--- src/rtl/display_seq_ctrl_if.sv ---
// Button, ALU handshake and display-select bundle between the calculator
// front end and display_seq_ctrl.
interface display_seq_ctrl_if;
    logic       btn_next;
    logic       btn_calc;
    logic       btn_clear;
    logic       alu_done;
    logic [1:0] display_mode;
    logic [1:0] chosen_operand;
    logic       alu_start;
    logic       result_valid;
    logic       error;
    logic [2:0] state_dbg;

    modport master (
        output btn_next, btn_calc, btn_clear, alu_done,
        input  display_mode, chosen_operand, alu_start, result_valid, error, state_dbg
    );

    modport slave (
        input  btn_next, btn_calc, btn_clear, alu_done,
        output display_mode, chosen_operand, alu_start, result_valid, error, state_dbg
    );
endinterface

--- src/rtl/display_seq_ctrl.sv ---
// Operand-entry / compute / display sequencer for the calculator (Moore FSM).
// Optional macro DISP_AUTO_CYCLE_EN rotates result/A/B pages while in SHOW_RES.
module display_seq_ctrl #(
    parameter int IDLE_TIMEOUT = 100000000,
    parameter int CALC_TIMEOUT = 1024,
    parameter int CYCLE_PERIOD = 50000000
) (
    input  logic              clk,
    input  logic              reset,
    display_seq_ctrl_if.slave bus
);
    typedef enum logic [2:0] {
        BLANK    = 3'd0,
        ENTER_A  = 3'd1,
        ENTER_B  = 3'd2,
        START    = 3'd3,
        WAIT     = 3'd4,
        SHOW_RES = 3'd5,
        ERROR    = 3'd6
    } state_t;

    localparam int IDLE_W = (IDLE_TIMEOUT > 1) ? $clog2(IDLE_TIMEOUT) : 1;
    localparam int CALC_W = (CALC_TIMEOUT > 1) ? $clog2(CALC_TIMEOUT) : 1;
    localparam logic [IDLE_W-1:0] IDLE_LAST = IDLE_W'(IDLE_TIMEOUT - 1);
    localparam logic [CALC_W-1:0] CALC_LAST = CALC_W'(CALC_TIMEOUT - 1);

    state_t            state_r, state_next_s;
    logic [IDLE_W-1:0] idle_cnt_r, idle_cnt_next_s;
    logic [CALC_W-1:0] wait_cnt_r, wait_cnt_next_s;
    logic              any_btn_s, idle_state_s, idle_timeout_s, wait_timeout_s;
    logic [1:0]        mode_next_s, oper_next_s;
    logic [1:0]        display_mode_r, chosen_operand_r;
    logic              alu_start_r, result_valid_r, error_r;

    // Next-state logic; btn_clear overrides everything, and a button beats a coincident idle timeout
    always_comb begin
        any_btn_s      = bus.btn_next | bus.btn_calc | bus.btn_clear;
        idle_state_s   = (state_r == ENTER_A) || (state_r == ENTER_B) || (state_r == SHOW_RES);
        idle_timeout_s = (idle_cnt_r == IDLE_LAST) && !any_btn_s;
        wait_timeout_s = (wait_cnt_r == CALC_LAST);
        state_next_s   = state_r;
        if (bus.btn_clear) begin
            state_next_s = BLANK;
        end else begin
            case (state_r)
                BLANK: begin
                    if (bus.btn_next) state_next_s = ENTER_A;
                    else              state_next_s = BLANK;
                end
                ENTER_A: begin
                    if (bus.btn_next)       state_next_s = ENTER_B;
                    else if (idle_timeout_s) state_next_s = BLANK;
                    else                    state_next_s = ENTER_A;
                end
                ENTER_B, SHOW_RES: begin
                    if (bus.btn_next)        state_next_s = ENTER_A;
                    else if (bus.btn_calc)   state_next_s = START;
                    else if (idle_timeout_s) state_next_s = BLANK;
                    else                     state_next_s = state_r;
                end
                START: state_next_s = WAIT;
                WAIT: begin
                    if (bus.alu_done)        state_next_s = SHOW_RES;
                    else if (wait_timeout_s) state_next_s = ERROR;
                    else                     state_next_s = WAIT;
                end
                ERROR: begin
                    if (bus.btn_next) state_next_s = BLANK;
                    else              state_next_s = ERROR;
                end
                default: state_next_s = BLANK;
            endcase
        end
    end

    // Saturating counters; both restart whenever the state changes
    always_comb begin
        wait_cnt_next_s = {CALC_W{1'b0}};
        idle_cnt_next_s = {IDLE_W{1'b0}};
        if ((state_next_s == state_r) && (state_r == WAIT)) begin
            if (wait_cnt_r == {CALC_W{1'b1}}) wait_cnt_next_s = wait_cnt_r;
            else                              wait_cnt_next_s = wait_cnt_r + CALC_W'(1'b1);
        end else begin
            wait_cnt_next_s = {CALC_W{1'b0}};
        end
        if ((state_next_s == state_r) && idle_state_s && !any_btn_s) begin
            if (idle_cnt_r == {IDLE_W{1'b1}}) idle_cnt_next_s = idle_cnt_r;
            else                              idle_cnt_next_s = idle_cnt_r + IDLE_W'(1'b1);
        end else begin
            idle_cnt_next_s = {IDLE_W{1'b0}};
        end
    end

`ifdef DISP_AUTO_CYCLE_EN
    localparam int CYC_W = (CYCLE_PERIOD > 1) ? $clog2(CYCLE_PERIOD) : 1;
    localparam logic [CYC_W-1:0] CYC_LAST = CYC_W'(CYCLE_PERIOD - 1);

    logic [CYC_W-1:0] cyc_cnt_r, cyc_cnt_next_s;
    logic [1:0]       page_r, page_next_s;

    // Page rotation result -> A -> B -> result, always restarting on the result page
    always_comb begin
        cyc_cnt_next_s = {CYC_W{1'b0}};
        page_next_s    = 2'd0;
        if ((state_next_s == SHOW_RES) && (state_r == SHOW_RES)) begin
            if (cyc_cnt_r == CYC_LAST) begin
                cyc_cnt_next_s = {CYC_W{1'b0}};
                page_next_s    = (page_r == 2'd2) ? 2'd0 : page_r + 2'd1;
            end else begin
                cyc_cnt_next_s = cyc_cnt_r + CYC_W'(1'b1);
                page_next_s    = page_r;
            end
        end else begin
            cyc_cnt_next_s = {CYC_W{1'b0}};
            page_next_s    = 2'd0;
        end
    end

    // Page counter registers
    always_ff @(posedge clk or posedge reset) begin
        if (reset) begin
            cyc_cnt_r <= {CYC_W{1'b0}};
            page_r    <= 2'd0;
        end else begin
            cyc_cnt_r <= cyc_cnt_next_s;
            page_r    <= page_next_s;
        end
    end
`endif

    // Display select decode from the next state so the registered outputs track it
    always_comb begin
        mode_next_s = 2'b00;
        oper_next_s = 2'b00;
        case (state_next_s)
            ENTER_A: begin mode_next_s = 2'b01; oper_next_s = 2'b01; end
            ENTER_B: begin mode_next_s = 2'b01; oper_next_s = 2'b10; end
            SHOW_RES: begin
`ifdef DISP_AUTO_CYCLE_EN
                case (page_next_s)
                    2'd1:    begin mode_next_s = 2'b01; oper_next_s = 2'b01; end
                    2'd2:    begin mode_next_s = 2'b01; oper_next_s = 2'b10; end
                    default: begin mode_next_s = 2'b10; oper_next_s = 2'b00; end
                endcase
`else
                mode_next_s = 2'b10;
                oper_next_s = 2'b00;
`endif
            end
            default: begin mode_next_s = 2'b00; oper_next_s = 2'b00; end
        endcase
    end

    // State, counter and output registers
    always_ff @(posedge clk or posedge reset) begin
        if (reset) begin
            state_r          <= BLANK;
            idle_cnt_r       <= {IDLE_W{1'b0}};
            wait_cnt_r       <= {CALC_W{1'b0}};
            display_mode_r   <= 2'b00;
            chosen_operand_r <= 2'b00;
            alu_start_r      <= 1'b0;
            result_valid_r   <= 1'b0;
            error_r          <= 1'b0;
        end else begin
            state_r          <= state_next_s;
            idle_cnt_r       <= idle_cnt_next_s;
            wait_cnt_r       <= wait_cnt_next_s;
            display_mode_r   <= mode_next_s;
            chosen_operand_r <= oper_next_s;
            alu_start_r      <= (state_next_s == START);
            result_valid_r   <= (state_next_s == SHOW_RES);
            error_r          <= (state_next_s == ERROR);
        end
    end

    assign bus.display_mode   = display_mode_r;
    assign bus.chosen_operand = chosen_operand_r;
    assign bus.alu_start      = alu_start_r;
    assign bus.result_valid   = result_valid_r;
    assign bus.error          = error_r;
    assign bus.state_dbg      = state_r;
endmodule

--- src/flat_wrapper.sv ---
// flat-port wrapper written by rule: the top's interface ports become plain ports
module display_seq_ctrl_flat 
#(
    parameter int IDLE_TIMEOUT = 100000000,
    parameter int CALC_TIMEOUT = 1024,
    parameter int CYCLE_PERIOD = 50000000
)
  (clk, reset, bus_btn_next, bus_btn_calc, bus_btn_clear, bus_alu_done, bus_display_mode, bus_chosen_operand, bus_alu_start, bus_result_valid, bus_error, bus_state_dbg);
  display_seq_ctrl_if bus_i ();
  input  logic clk;
  input  logic reset;
  input wire logic [$bits(bus_i.btn_next)-1:0] bus_btn_next;
  input wire logic [$bits(bus_i.btn_calc)-1:0] bus_btn_calc;
  input wire logic [$bits(bus_i.btn_clear)-1:0] bus_btn_clear;
  input wire logic [$bits(bus_i.alu_done)-1:0] bus_alu_done;
  output wire logic [$bits(bus_i.display_mode)-1:0] bus_display_mode;
  output wire logic [$bits(bus_i.chosen_operand)-1:0] bus_chosen_operand;
  output wire logic [$bits(bus_i.alu_start)-1:0] bus_alu_start;
  output wire logic [$bits(bus_i.result_valid)-1:0] bus_result_valid;
  output wire logic [$bits(bus_i.error)-1:0] bus_error;
  output wire logic [$bits(bus_i.state_dbg)-1:0] bus_state_dbg;
  assign bus_i.btn_next = bus_btn_next;
  assign bus_i.btn_calc = bus_btn_calc;
  assign bus_i.btn_clear = bus_btn_clear;
  assign bus_i.alu_done = bus_alu_done;
  assign bus_display_mode = bus_i.display_mode;
  assign bus_chosen_operand = bus_i.chosen_operand;
  assign bus_alu_start = bus_i.alu_start;
  assign bus_result_valid = bus_i.result_valid;
  assign bus_error = bus_i.error;
  assign bus_state_dbg = bus_i.state_dbg;
  display_seq_ctrl #(.IDLE_TIMEOUT(IDLE_TIMEOUT), .CALC_TIMEOUT(CALC_TIMEOUT), .CYCLE_PERIOD(CYCLE_PERIOD)) u_core (.clk(clk), .reset(reset), .bus(bus_i));
endmodule
--- config.mk ---
export PLATFORM = sky130hd
export DESIGN_NAME = display_seq_ctrl_flat
export DESIGN_NICKNAME = d
export VERILOG_FILES = /design/src/rtl/display_seq_ctrl_if.sv /design/src/rtl/display_seq_ctrl.sv /design/src/flat_wrapper.sv
export SDC_FILE = /design/constraint.sdc
export NUM_CORES = 1
export LEC_CHECK = 0
export BUFFER_PORTS_ARGS = -buffer_cell sky130_fd_sc_hd__buf_2
export CAP_MARGIN = 20
export CORE_MARGIN = 2
export CORE_UTILIZATION = 60
export DETAILED_ROUTE_END_ITERATION = 10
export PLACE_DENSITY = 0.79
export SYNTH_ARGS = -nofsm -noshare
export SYNTH_HDL_FRONTEND = slang
export SYNTH_SLANG_ARGS = --single-unit
--- constraint.sdc ---
create_clock -name clk -period 3.6 [get_ports clk]
set_input_delay 0.72 -clock clk [delete_from_list [all_inputs] [get_ports clk]]
set_output_delay 0.72 -clock clk [all_outputs]
set_load 0.005 [all_outputs]
==> results.txt, run 1 <==
The clock-pin slew of the registers on the worst-case setup and hold paths is 80 ps. Entering global routing, the biggest net connects 47 pins. The smallest clock period supported by the final layout is computed as 2460 ps. During I/O placement, the number of pins put on the boundary was 16. The max-cap violation count is 0, and the post-synthesis net count is 287. Row generation in the floorplan step produced 23 rows. The post-synthesis sequential area ratio came out at 44.9%. The count of vias placed by the detailed router is 2086. The worst max-slew margin expressed relative to the limit came out at 39.1%.

For this design, the sink count on the clock tree is 46. The synthesized flop and latch total is 46, and the count of unresolved DRC violations after routing is 0. The net count reported at finish came out at 301. The cell area after synthesis was 2560 µm². The kind of start point of the critical path was a flip-flop.

CTS built an H-tree with a depth of 2. The tools report the post-CTS setup repair buffer count as 0. The first global-routing pass estimated 8710 µm of wire. Worst hold path startpoint: u_core.wait_cnt_r[5]. The worst hold path was traced through 2 stages. The largest fanout on the critical path is 19, and the depth of the worst register-to-register path is 7.

The summed negative setup slack over all endpoints was 0 ps; the worst slack at placement was 1040 ps. The number of buffers added to fix hold violations after cts is 0, and the via count of the first global-routing pass is 1895. After global routing the overflow that remains totals 0. The core region is 4060 µm². The number of antenna diodes in the final layout is 0. Classification of the worst-slack hold path: reg -> reg.

Data on the critical path arrives at its endpoint at 2600 ps. The endpoint identified for the worst register-to-register timing path is u_core.idle_cnt_r[15]. For the highest attainable clock frequency, the log shows 407 MHz. Tracing the worst setup path back leads to its startpoint at u_core.idle_cnt_r[0]. Yosys attributes the largest share of cell area to sky130_fd_sc_hd__dfrtp_1, sky130_fd_sc_hd__xor2_1, sky130_fd_sc_hd__nor3_1. Part of the cycle the worst path needs: 68.3%. The tools report the termination of the worst setup path as u_core.idle_cnt_r[15]. Total power for the finished layout comes to 0.909 mW.

Top flip-flop cell by instance count after synthesis: sky130_fd_sc_hd__dfrtp_1. During placement, the flow inserted port buffers numbering 15. The area growth from synthesis to layout is 7.56%.

Routability-driven placement finished with a final weighted congestion of 0.845. The largest area contributor in the synthesized netlist was sky130_fd_sc_hd__dfrtp_1. Leaving out filler cells and counting taps, the final layout contains 344.

The analysis attributes to cell leakage a power of 1.21 nW. The area fraction of the dominant cell type after synthesis is 44.9%, and the DRC violation total after the first TritonRoute iteration is 110. For the detailed placement HPWL, the log shows 3500 µm. VDD sags by at most 0.000320 V. For the worst-skew pair, the clock arrives at the later sink with an insertion delay of 290 ps. From left edge to right edge, the die measures 69.4 µm.

Synthesis produced 279 cells. The initial standard-cell utilization of the core is 63.2%, and the total wire length is 4940 µm. The post-detailed-route wirelength per cell came out at 14.4 µm. The flow ran to the end, and the final reports show no timing, DRC or antenna violations.

The number of enable flip-flop cells after synthesis is 0, and the number of iterations in the first detailed-routing pass is 4. The tools report the startpoint of the lowest-slack register-to-register path as u_core.idle_cnt_r[0]. The via count normalized by instance count is 6.06. The run gives 0 as the final count of hold timing violations. Once routing completed, OpenROAD measured the worst setup slack at 1140 ps.

The detail route stage leaves a number of antenna-violating nets equal to 0. Setup violations remaining at the end of the flow were counted as 0. The initial antenna violation count is 0. The chip height is 69.4 µm, and the number of synthesis warnings is 0. Setup repair after global routing left no endpoint under its margin. Dividing the synthesized area by the synthesized cell count gives 9.19 µm².

At the worst endpoint, the required time is 3750 ps. The cell at the root of the clock tree is sky130_fd_sc_hd__clkbuf_8. Global routing used 22.0% of the available tracks. The maximum count of clock buffers along a single path was 2. The critical path endpoint category is a flip-flop.

The critical path class was reg -> reg. The worst reg-to-reg setup slack came out at 1140 ps. The library cell used most frequently in the layout, excluding fill and tap cells, is sky130_fd_sc_hd__dfrtp_1. The areal power density over the cells came out at 330 nW/µm². After detailed placement, the design holds a cell count of 336. The tools report the TritonCTS buffer count as 5. The number of max-slew violations in the final report is 0, and the ratio of cells with drive above 1 in the final layout is 11.2%. Yosys mapped the design onto 46 distinct sky130hd cell types. TritonCTS built the clock tree. In the synthesized netlist the async set-or-reset flop fraction comes to 100%. For the pin with the worst max-slew slack, the measured transition is 912 ps. The die covers 4810 µm². The number of cells upsized or downsized after cts is 0. The library cells used most frequently in the layout, excluding fill and tap cells, are sky130_fd_sc_hd__dfrtp_1, sky130_fd_sc_hd__nor2_1, sky130_fd_sc_hd__nor3_1, sky130_fd_sc_hd__nand2_1, sky130_fd_sc_hd__xor2_1. Between clock sinks in the finished design, the worst skew comes to 6.05 ps.
where the power goes:
part           total (mW)  internal (mW)  switching (mW)
Combinational      0.0691         0.0228          0.0463
Clock               0.310          0.155           0.155
Sequential          0.530          0.521         0.00833
worst max-delay path: stages, from the launching register on:
cell and delay [ps]:
sky130_fd_sc_hd__dfrtp_1 420, sky130_fd_sc_hd__ha_1 210, sky130_fd_sc_hd__nand4_1 120, sky130_fd_sc_hd__nor3_1 500
sky130_fd_sc_hd__nand4_2 540, sky130_fd_sc_hd__nand4_1 300, sky130_fd_sc_hd__xor2_1 160, sky130_fd_sc_hd__nor3_1 60
layer usage:
metal / wire length (µm) / GRT usage [%] / vias up / share of wire [%]
met1: 2420 / 32.7 / 1013 / 49
met5: 0 / 0 / - / 0
met4: 83 / 7.41 / 0 / 1.7
met2: 2290 / 33.1 / 31 / 46
li1: - / - / 1032 / -
met3: 153 / 3.49 / 10 / 3.1
how the worst min path moves through the flow:
stage / end
3_5_place_dp: u_core.wait_cnt_r[5]
5_1_grt: u_core.wait_cnt_r[5]
6_report: u_core.wait_cnt_r[5]
2_1_floorplan: u_core.wait_cnt_r[5]
4_1_cts: u_core.wait_cnt_r[5]
3_3_place_gp: u_core.wait_cnt_r[5]
flip-flops by register name, indices dropped and copies added (netlist names):
signal	flops
u_core.bus.alu_start	1
u_core.bus.display_mode	2
u_core.bus.error	1
u_core.idle_cnt_r	27
u_core.bus.state_dbg	3
u_core.wait_cnt_r	10
u_core.bus.chosen_operand	2
through the flow:
step	hold slack [ps]	instance area [µm²]	util, %
finish	550	2760	68.0
global route	577	2760	68.0
CTS	559	2760	68.0
detailed placement	541	2670	65.7
global placement	516	2670	65.7
floorplan	498	2560	-
cell type report:
cell class	count	area, µm²
sequential	46	1150
clock inverter	1	5.00
clock buffer	7	86.3
inverter	10	37.5
timing repair buffer	16	82.6
tap	50	62.6
fill	330	1300
multi-input combinational	214	1330
kinds of logic after synthesis:
kind of cell             share of synthesized area, %
AO/OA/AOI/OAI                                    8.88
XOR/XNOR                                         9.91
adder cells (fa/ha/maj)                         0.976
buffers and inverters                            3.12
flip-flops                                       44.9
multiplexers                                     1.17
AND/OR/NAND/NOR                                  31.0
cell usage after synthesis, types with 3 or more instances:
master and number:
sky130_fd_sc_hd__nand3_1 10, sky130_fd_sc_hd__nand4_1 16, sky130_fd_sc_hd__buf_2 4, sky130_fd_sc_hd__nand2b_1 3, sky130_fd_sc_hd__nand4_2 3, sky130_fd_sc_hd__o21ai_0 9
sky130_fd_sc_hd__and3_1 10, sky130_fd_sc_hd__xnor2_1 8, sky130_fd_sc_hd__nor2b_1 3, sky130_fd_sc_hd__clkbuf_1 4, sky130_fd_sc_hd__nor4_1 3, sky130_fd_sc_hd__and4_1 3
sky130_fd_sc_hd__dfrtp_1 46, sky130_fd_sc_hd__xor2_1 21, sky130_fd_sc_hd__nor2_1 32, sky130_fd_sc_hd__inv_1 10, sky130_fd_sc_hd__a21oi_1 8, sky130_fd_sc_hd__nand2_1 24
sky130_fd_sc_hd__mux2i_1 3, sky130_fd_sc_hd__nor3_1 25
No activity file was read; power rests on OpenSTA's default activity.
==> run 2, diff against run 1 <==
--- a/config.mk
+++ b/config.mk
@@ -5,6 +5,7 @@
 export SDC_FILE = /design/constraint.sdc
 export NUM_CORES = 1
 export LEC_CHECK = 0
+export ABC_AREA = 1
 export BUFFER_PORTS_ARGS = -buffer_cell sky130_fd_sc_hd__buf_2
 export CAP_MARGIN = 20
 export CORE_MARGIN = 2
==> constraint.sdc (replaced) <==
create_clock -name clk -period 2.5 [get_ports clk]
set_input_delay 0.5 -clock clk [delete_from_list [all_inputs] [get_ports clk]]
set_output_delay 0.5 -clock clk [all_outputs]
set_load 0.005 [all_outputs]
==> run 2 against run 1 <==
Worst setup slack worse by 780 ps. Clock-buffer cell count down 2. Clock power up 47%. Clock skew down 0.52 ps. Synthesized cell count up 25%. Fmax up 15%. Cell count up 23%. Sequential power up 43%. Via count up 5.1%. Cell area up 3.3%. Global-route usage up 0.46 points. Wire length about the same.
==> results.txt, run 2 <==
In the final routing, the length of wire on met1 measures 2390 µm. Kind of start point of the critical path: a flip-flop. The worst register-to-register path ends at u_core.idle_cnt_r[25]. The initial standard-cell utilization of the core came out at 61.3%. The number of nets still failing antenna checks after routing came out at 0.

In the final timing run, aggregate negative setup slack is 0 ps. Ranked by total cell area, the synthesized netlist is headed by sky130_fd_sc_hd__dfrtp_1, sky130_fd_sc_hd__nand2_1, sky130_fd_sc_hd__nor2_1. Counting every net in the synthesized netlist gives 356. Setup repair after global routing left no endpoint under its margin. The die span in x is 70 µm.

The synthesized netlist devotes 36.6% of its cell area to simple gates. The H-tree depth was 2; the number of enable flip-flop cells after synthesis was 0. Routability-driven placement finished with a final weighted congestion of 0.841.

The area overhead of the layout relative to synthesis came out at 8.95%. TritonCTS built the clock tree. The post-CTS setup repair buffer count was 0. After routing the design area is 2850 µm². The critical path class is reg -> reg.

The clock network is responsible for 35.2% of the overall power. The tree is rooted in a sky130_fd_sc_hd__clkbuf_8. The synthesized area divided by synthesized cell count works out to 7.51 µm². The register with the highest flop count was u_core.idle_cnt_r.

The slew of the pin with the lowest slew margin was 412 ps; the area fraction of the dominant cell type after synthesis was 44.0%. The TritonCTS buffer count was 5; the synthesized-area fraction occupied by xor and xnor cells was 6.03%. The synthesized flop and latch total is 46. Counting flops with an async set or reset pin after synthesis yields a share of 100%. The number of antenna diodes in the final layout is 0. The floorplan step set the die height to 70 µm.

The tools report the critical path endpoint category as a flip-flop. Setup violations remaining at the end of the flow were counted as 0. The internal portion of the total power is 0.973 mW. The tools report the initial antenna violation count as 0. The number of different library cells in the post-synthesis netlist was 25. In the routed design, unresolved DRC markers number 0. Per report_power, the sequential group accounts for 58.4% of the total.

Summing internal, switching and leakage power gives 1.29 mW. The startpoint identified for the worst register-to-register timing path is u_core.idle_cnt_r[0]. For the number of max-slew violations in the final report, the log shows 0. The net switching fraction of the power was 24.8%. For this run, the total global-route usage over all layers was measured as 22.5%. The core area was 4260 µm²; the clock-pin slew of the registers on the worst-case setup and hold paths was 90 ps. Clock tree synthesis found a total of 46 sinks. For the number of synthesis warnings, the log shows 0.

The library cells used most frequently in the layout, excluding fill and tap cells, are sky130_fd_sc_hd__nand2_1, sky130_fd_sc_hd__nor2_1, sky130_fd_sc_hd__dfrtp_1, sky130_fd_sc_hd__inv_1, sky130_fd_sc_hd__nand3_1. On the final layout, the worst clock skew is 5.52 ps. At the worst endpoint, the arrival time is 2320 ps.

The die area is 4900 µm², and the DRC violation total after the first TritonRoute iteration is 184. The largest area contributor in the synthesized netlist is sky130_fd_sc_hd__dfrtp_1. The classification of the worst-slack hold path was in -> async. In this run the static leakage power is 1.29 nW. The most common cell after layout, fill and taps aside was sky130_fd_sc_hd__nand2_1. The placed instances occupy a cell area of 2750 µm². The run gives 300 ps as the clock insertion delay at the later pin of the skew report. The run gives 4940 µm as the total wire length. Summed over all nets, the switching power comes to 0.321 mW.

The run finished with clean final reports. The highest metal layer with signal wires was met4. The logs give 0 for the final count of hold timing violations and 0.000347 V for the worst supply voltage drop on vdd. After detailed routing, the average wire length per cell comes to 11.6 µm. The most common cell in the synthesized netlist is sky130_fd_sc_hd__nand2_1. In the synthesized netlist the dominant register cell turns out to be sky130_fd_sc_hd__dfrtp_1. The synthesized netlist devotes 0.957% of its cell area to adder and majority cells. The part of the cycle the worst path needs was 85.5%. The floorplan has 24 rows. The first global-routing pass estimated 8970 µm of wire. The run gives 0 as the total global routing overflow.

The post-synthesis sequential area ratio is 44.0%, and the net count reported at finish is 379. Area fraction in compound gates after synthesis: 5.17%. At the worst endpoint, the required time is 2680 ps.

For this design the ratio of total power to cell area is 455 nW/µm². The logic gate share of total power was 6.4%; the pin count of the biggest net entering global routing was 28. The flip-flop count of the largest register after layout is 27, and the minimum clock period is 2140 ps. Ratio of cells with drive above 1 in the final layout: 15.9%.

The largest fanout on the critical path was 27; the routed length on met2 was 2300 µm. Across the run, the number of max-cap violations was 0. For this run, the detailed router's first-pass iteration total came to 5. Summing every instance area after synthesis gives 2610 µm². The worst pin sits at a relative slew slack of 72.3%.

For the instance count of the mapped netlist, the log shows 348. The via count normalized by instance count works out to 5.17. Detailed placement ended at an HPWL of 3630 µm.

The depth of the worst register-to-register path is 15, and the routed wire length on met3 is 200 µm. The final worst hold slack is 124 ps. Filler cell count in the final layout: 385. Pin placement for this block handled 16 I/O pins. Counting along the longest clock path gives a buffer depth of 2. Multiplexer share of the synthesized area: 0%. Counting instances in the post-synthesis netlist gives the leading cell types as sky130_fd_sc_hd__nand2_1, sky130_fd_sc_hd__nor2_1, sky130_fd_sc_hd__dfrtp_1. The worst reg-to-reg setup slack is 360 ps, and the highest attainable clock frequency is 468 MHz. The final route contains 2193 vias.

The number of buffers added on ports works out to 15. After synthesis, the largest family of logic cells by area is simple AND/OR/NAND/NOR gates. The number of hold buffers added after CTS was 0.

The via count of the first global-routing pass is 2011.
run 2: changes by cell type in the layout (fill, tap and decap cells not counted), sizes merged, moves of 4 or more:
cell   previous run  this run
nor3             25         6
nor4              5         1
buf              16        20
and3             10         0
o21ai             9        13
nand2            24        90
xor2             21        12
inv              10        40
nand3            10        27
nor2             33        81
nand4            19         7
run 2: cells by family (layout without fill, tap and decap cells):
group	Yosys count	in the layout
xor gates and xnor gates	18	18
AOI/OAI and AO/OA	25	25
and+or+nand+nor	213	213
buffers and inverters	44	68
DFF	46	46
adders and majority gates	2	2
run 2: worst max path at each step:
stage                                     from               endpoint  slack, ps  cells after the start
final                     u_core.idle_cnt_r[0]  u_core.idle_cnt_r[25]        360                     15
after global routing      u_core.idle_cnt_r[0]  u_core.idle_cnt_r[21]         70                     12
after CTS                 u_core.idle_cnt_r[0]  u_core.idle_cnt_r[25]        260                     15
after detailed placement          bus_btn_next  u_core.idle_cnt_r[25]        200                     16
after global placement            bus_btn_next  u_core.idle_cnt_r[23]        300                     16
after floorplan           u_core.idle_cnt_r[0]  u_core.idle_cnt_r[21]        650                     12
run 2: worst max-delay path: stages (launching register included):
cell,delay (ps)
sky130_fd_sc_hd__dfrtp_1,400
sky130_fd_sc_hd__ha_1,180
sky130_fd_sc_hd__nand2_1,90
sky130_fd_sc_hd__nor2_2,160
sky130_fd_sc_hd__nand2_1,130
sky130_fd_sc_hd__inv_1,110
sky130_fd_sc_hd__nand3_1,80
sky130_fd_sc_hd__nand2_1,60
sky130_fd_sc_hd__nand2_1,60
sky130_fd_sc_hd__nand2_1,140
sky130_fd_sc_hd__nand2_1,70
sky130_fd_sc_hd__nand2_1,70
sky130_fd_sc_hd__nor2_2,50
sky130_fd_sc_hd__nand3_4,70
sky130_fd_sc_hd__buf_6,280
sky130_fd_sc_hd__nor2_1,80
run 2: area by class of cell:
class                      instances  area [µm²]  area share, %
multi-input combinational        258        1270           44.8
timing repair buffer              20         116           4.09
clock inverter                     3        21.3          0.747
clock buffer                       5        68.8           2.42
inverter                          40         150           5.27
sequential                        46        1150           40.4
tap                               52        65.1           2.28
run 2: timing repair:
action | CTS | global route
gates resized for setup | 0 | 1
setup endpoints to repair | 0 | 5
endpoints found under the hold margin | 0 | 0
run 2: per-stage QoR:
stage          util [%]  cells  setup slack, ps
3_3_place_gp       64.6    416              298
4_1_cts            66.7    424              257
6_report           66.8    424              362
3_5_place_dp       64.6    416              201
5_1_grt            66.8    424             72.4
2_1_floorplan         -    348              654
run 2: power groups by stage:
stage	Combinational [mW]	Clock, mW	Sequential [mW]
3_3_place_gp	0.0814	0	0.771
6_report	0.0829	0.455	0.757
2_1_floorplan	0.0566	0	0.772
5_1_grt	0.0950	0.502	0.758
4_1_cts	0.0839	0.468	0.756
3_5_place_dp	0.0839	0	0.771
run 2: routing by layer:
layer / up-vias / global-route usage (%)
met5: - / 0
met4: 0 / 5.98
met3: 6 / 3.90
met2: 53 / 35.4
met1: 993 / 32.4
li1: 1141 / -
==> run 3, diff against run 2 <==
--- a/config.mk
+++ b/config.mk
@@ -5,8 +5,7 @@
 export SDC_FILE = /design/constraint.sdc
 export NUM_CORES = 1
 export LEC_CHECK = 0
-export ABC_AREA = 1
-export BUFFER_PORTS_ARGS = -buffer_cell sky130_fd_sc_hd__buf_2
+export BUFFER_PORTS_ARGS = -buffer_cell sky130_fd_sc_hd__buf_4
 export CAP_MARGIN = 20
 export CORE_MARGIN = 2
 export CORE_UTILIZATION = 60
==> run 3 against run 2 <==
Register-to-register slack got worse by 130 ps. Cell area increased by 0.40%. Utilization increased by 3.7 points. Clock-buffer cell count grew 3. Non-clock buffer count up 2. Worst hold slack better by 140 ps.
==> results.txt, run 3 (same netlist as run 1, synthesis figures left out) <==
In this run the vertical extent of the chip is 69.4 µm. The summed negative setup slack over all endpoints was 0 ps; the total of endpoints with negative setup slack in the final report was 0. The pre-antenna-repair detailed-routing pass consisted of 4 iterations. The most common cell after layout, fill and taps aside was sky130_fd_sc_hd__dfrtp_1.

The tools report the count of vias placed by the detailed router as 2097. The tools report the startpoint of the lowest-slack register-to-register path as u_core.idle_cnt_r[0]. Clock group share of total power: 37.1%.

The worst reg2reg path endpoint is u_core.bus.chosen_operand[0]. The initial antenna violation count is 0. The internal power of the cells totals 1.07 mW. The total wire length was 5250 µm. Routability-driven placement finished with a final weighted congestion of 0.922.

The part of the cycle the worst path needs works out to 90.6%. Final count of hold timing violations: 0. For the post-CTS setup repair buffer count, the log shows 0. Setup slack on the worst reg-to-reg path comes out at 240 ps. Setup repair after global routing left no endpoint under its margin. Summed over all cells, the static leakage comes to 1.25 nW.

Register with the highest flop count: u_core.idle_cnt_r. Relative to the synthesized area, the layout overhead comes to 11.5%. The logs give 307 for the net count reported at finish and 0.319 mW for the switching power. 16 I/O pins were placed.

0 antenna diodes ended up in the layout. The slew of the pin with the lowest slew margin was 780 ps; the clock insertion delay at the later pin of the skew report was 300 ps. The number of buffers added on ports was 15; the post-layout instance count excluding filler cells was 350. The total placed instance area is 2750 µm², and the post-detailed-route wirelength per cell is 15.0 µm.

The tools report the max-cap violation count as 0. Along the worst path, the maximum fanout reaches 5. After floorplanning, the core was sized to cover 4060 µm². From left edge to right edge, the die measures 69.4 µm. In this run, the number of DRC markers left after iteration 0 of detailed routing was 155. The cell at the root of the clock tree is sky130_fd_sc_hd__clkbuf_8. Global router's overall resource usage: 23.8%. The via count normalized by instance count is 5.99, and the number of nets still failing antenna checks after routing is 0. Across the VDD grid, the largest voltage drop is 0.000395 V. The floorplan step defined a die boundary enclosing 4810 µm². The run gives 0 as the number of max-slew violations in the final report. The critical path is of the reg -> reg type. TritonCTS built the clock tree.

The run finished with clean final reports. Per report_power, the sequential group accounts for 54.7% of the total. The minimum clock period is 2260 ps. In the routed design, unresolved DRC markers number 0.

The endpoint arrival time on the critical path is 2490 ps, and the H-tree depth is 2. The post-route netlist has 13.3% of its cells at a drive strength greater than 1. In this run the power density over the cells is 487 nW/µm². After legalization and detailed placement, the total HPWL measured 3600 µm. Net switching is 22.9% of the power. The worst max-slew margin expressed relative to the limit came out at 47.6%.

Once the floorplan was initialized, standard cells occupied 63.2% of the core. Total placed cells including tap cells: 342. STA puts the critical path data required time at 2720 ps. After floorplanning, the core was divided into 23 placement rows.

After global routing the overflow that remains totals 0. The worst hold path belongs to the class in -> async. The run gives 5 as the TritonCTS buffer count. Clock-pin slew of the registers on the worst-case setup and hold paths: 80 ps. The first global-routing pass estimated 9230 µm of wire. The logs give 1996 for the via count of the first global-routing pass and 29 for the pin count of the biggest net entering global routing. The longest clock path from root to sink contains 2 buffers.

STA classifies the critical path startpoint as a flip-flop. For this design, the sink count on the clock tree is 46. For the logic gate share of total power, the log shows 8.2%.

Hold repair after CTS inserted 0 buffers. The register with the most flip-flops in the layout has 27 of them. Static timing analysis puts the maximum clock frequency at 442 MHz.

In the layout the commonest cells are sky130_fd_sc_hd__dfrtp_1, sky130_fd_sc_hd__nor2_1, sky130_fd_sc_hd__nor3_1, sky130_fd_sc_hd__nand2_1, sky130_fd_sc_hd__buf_4. The critical path endpoint category was a flip-flop. The number of cells upsized or downsized after cts was 0. Counting the fill cells in the layout gives 310. After routing the design area is 2860 µm². The tools report the worst clock skew as 4.71 ps.

The worst register-to-register path has a depth of 7.
-- run 3: changes by cell type in the layout (fill, tap and decap cells not counted), sizes merged, moves of 4 or more --
cell	delta
and3	+10
inv	-30
nand2	-66
nand3	-17
nand4	+12
nor2	-48
nor3	+19
nor4	+4
o21ai	-4
xor2	+9
-- run 3: layout make-up --
cell class	instances	area [µm²]	share of cell area (%)
clock buffer	8	110	3.85
inverter	10	37.5	1.31
multi-input combinational	214	1330	46.6
sequential	46	1150	40.3
tap	50	62.6	2.19
timing repair buffer	22	165	5.78
-- run 3: worst max path at each step --
stage	slack, ps	cells past startpoint	startpoint	to
2_1_floorplan	520	7	u_core.idle_cnt_r[0]	u_core.bus.chosen_operand[0]
3_3_place_gp	330	7	bus_btn_next	u_core.bus.display_mode[1]
3_5_place_dp	260	7	bus_btn_next	u_core.bus.chosen_operand[0]
4_1_cts	270	7	u_core.idle_cnt_r[0]	u_core.bus.chosen_operand[0]
5_1_grt	170	7	u_core.idle_cnt_r[0]	u_core.bus.chosen_operand[0]
6_report	240	7	u_core.idle_cnt_r[0]	u_core.bus.chosen_operand[0]
-- run 3: worst max-delay path, cell delays in order (launching register included) --
cell                      delay, ps
sky130_fd_sc_hd__dfrtp_1        420
sky130_fd_sc_hd__ha_1           210
sky130_fd_sc_hd__nand4_1        140
sky130_fd_sc_hd__or2_4          290
sky130_fd_sc_hd__nor4_4         380
sky130_fd_sc_hd__o311a_2        260
sky130_fd_sc_hd__or3b_1         380
sky130_fd_sc_hd__nor2_1         120
-- run 3: metal layers --
layer  up-vias  part of all wire [%]  routed length [µm]  global-route usage [%]
met5         -                     0                   0                       0
met3         5                   5.3                 279                    5.38
met2        65                    47                2470                    36.8
li1       1046                     -                   -                       -
met1       981                    46                2440                    33.8
met4         0                   1.1                  59                    6.75
-- run 3: power by group through the flow --
stage	sequential, mW	clock (mW)	combinational (mW)
2_1_floorplan	0.772	0	0.0752
5_1_grt	0.764	0.566	0.129
4_1_cts	0.762	0.532	0.116
3_3_place_gp	0.777	0	0.114
6_report	0.762	0.517	0.114
3_5_place_dp	0.777	0	0.115
-- run 3: per-stage QoR --
step | utilization (%) | hold WS [ps] | worst slack, ps | total power, mW
final | 70.5 | 265 | 235 | 1.39
after floorplan | - | 498 | 516 | 0.847
after global routing | 70.5 | 331 | 171 | 1.46
after global placement | 67.7 | 518 | 334 | 0.890
after detailed placement | 67.7 | 525 | 257 | 0.892
after CTS | 70.5 | 283 | 272 | 1.41
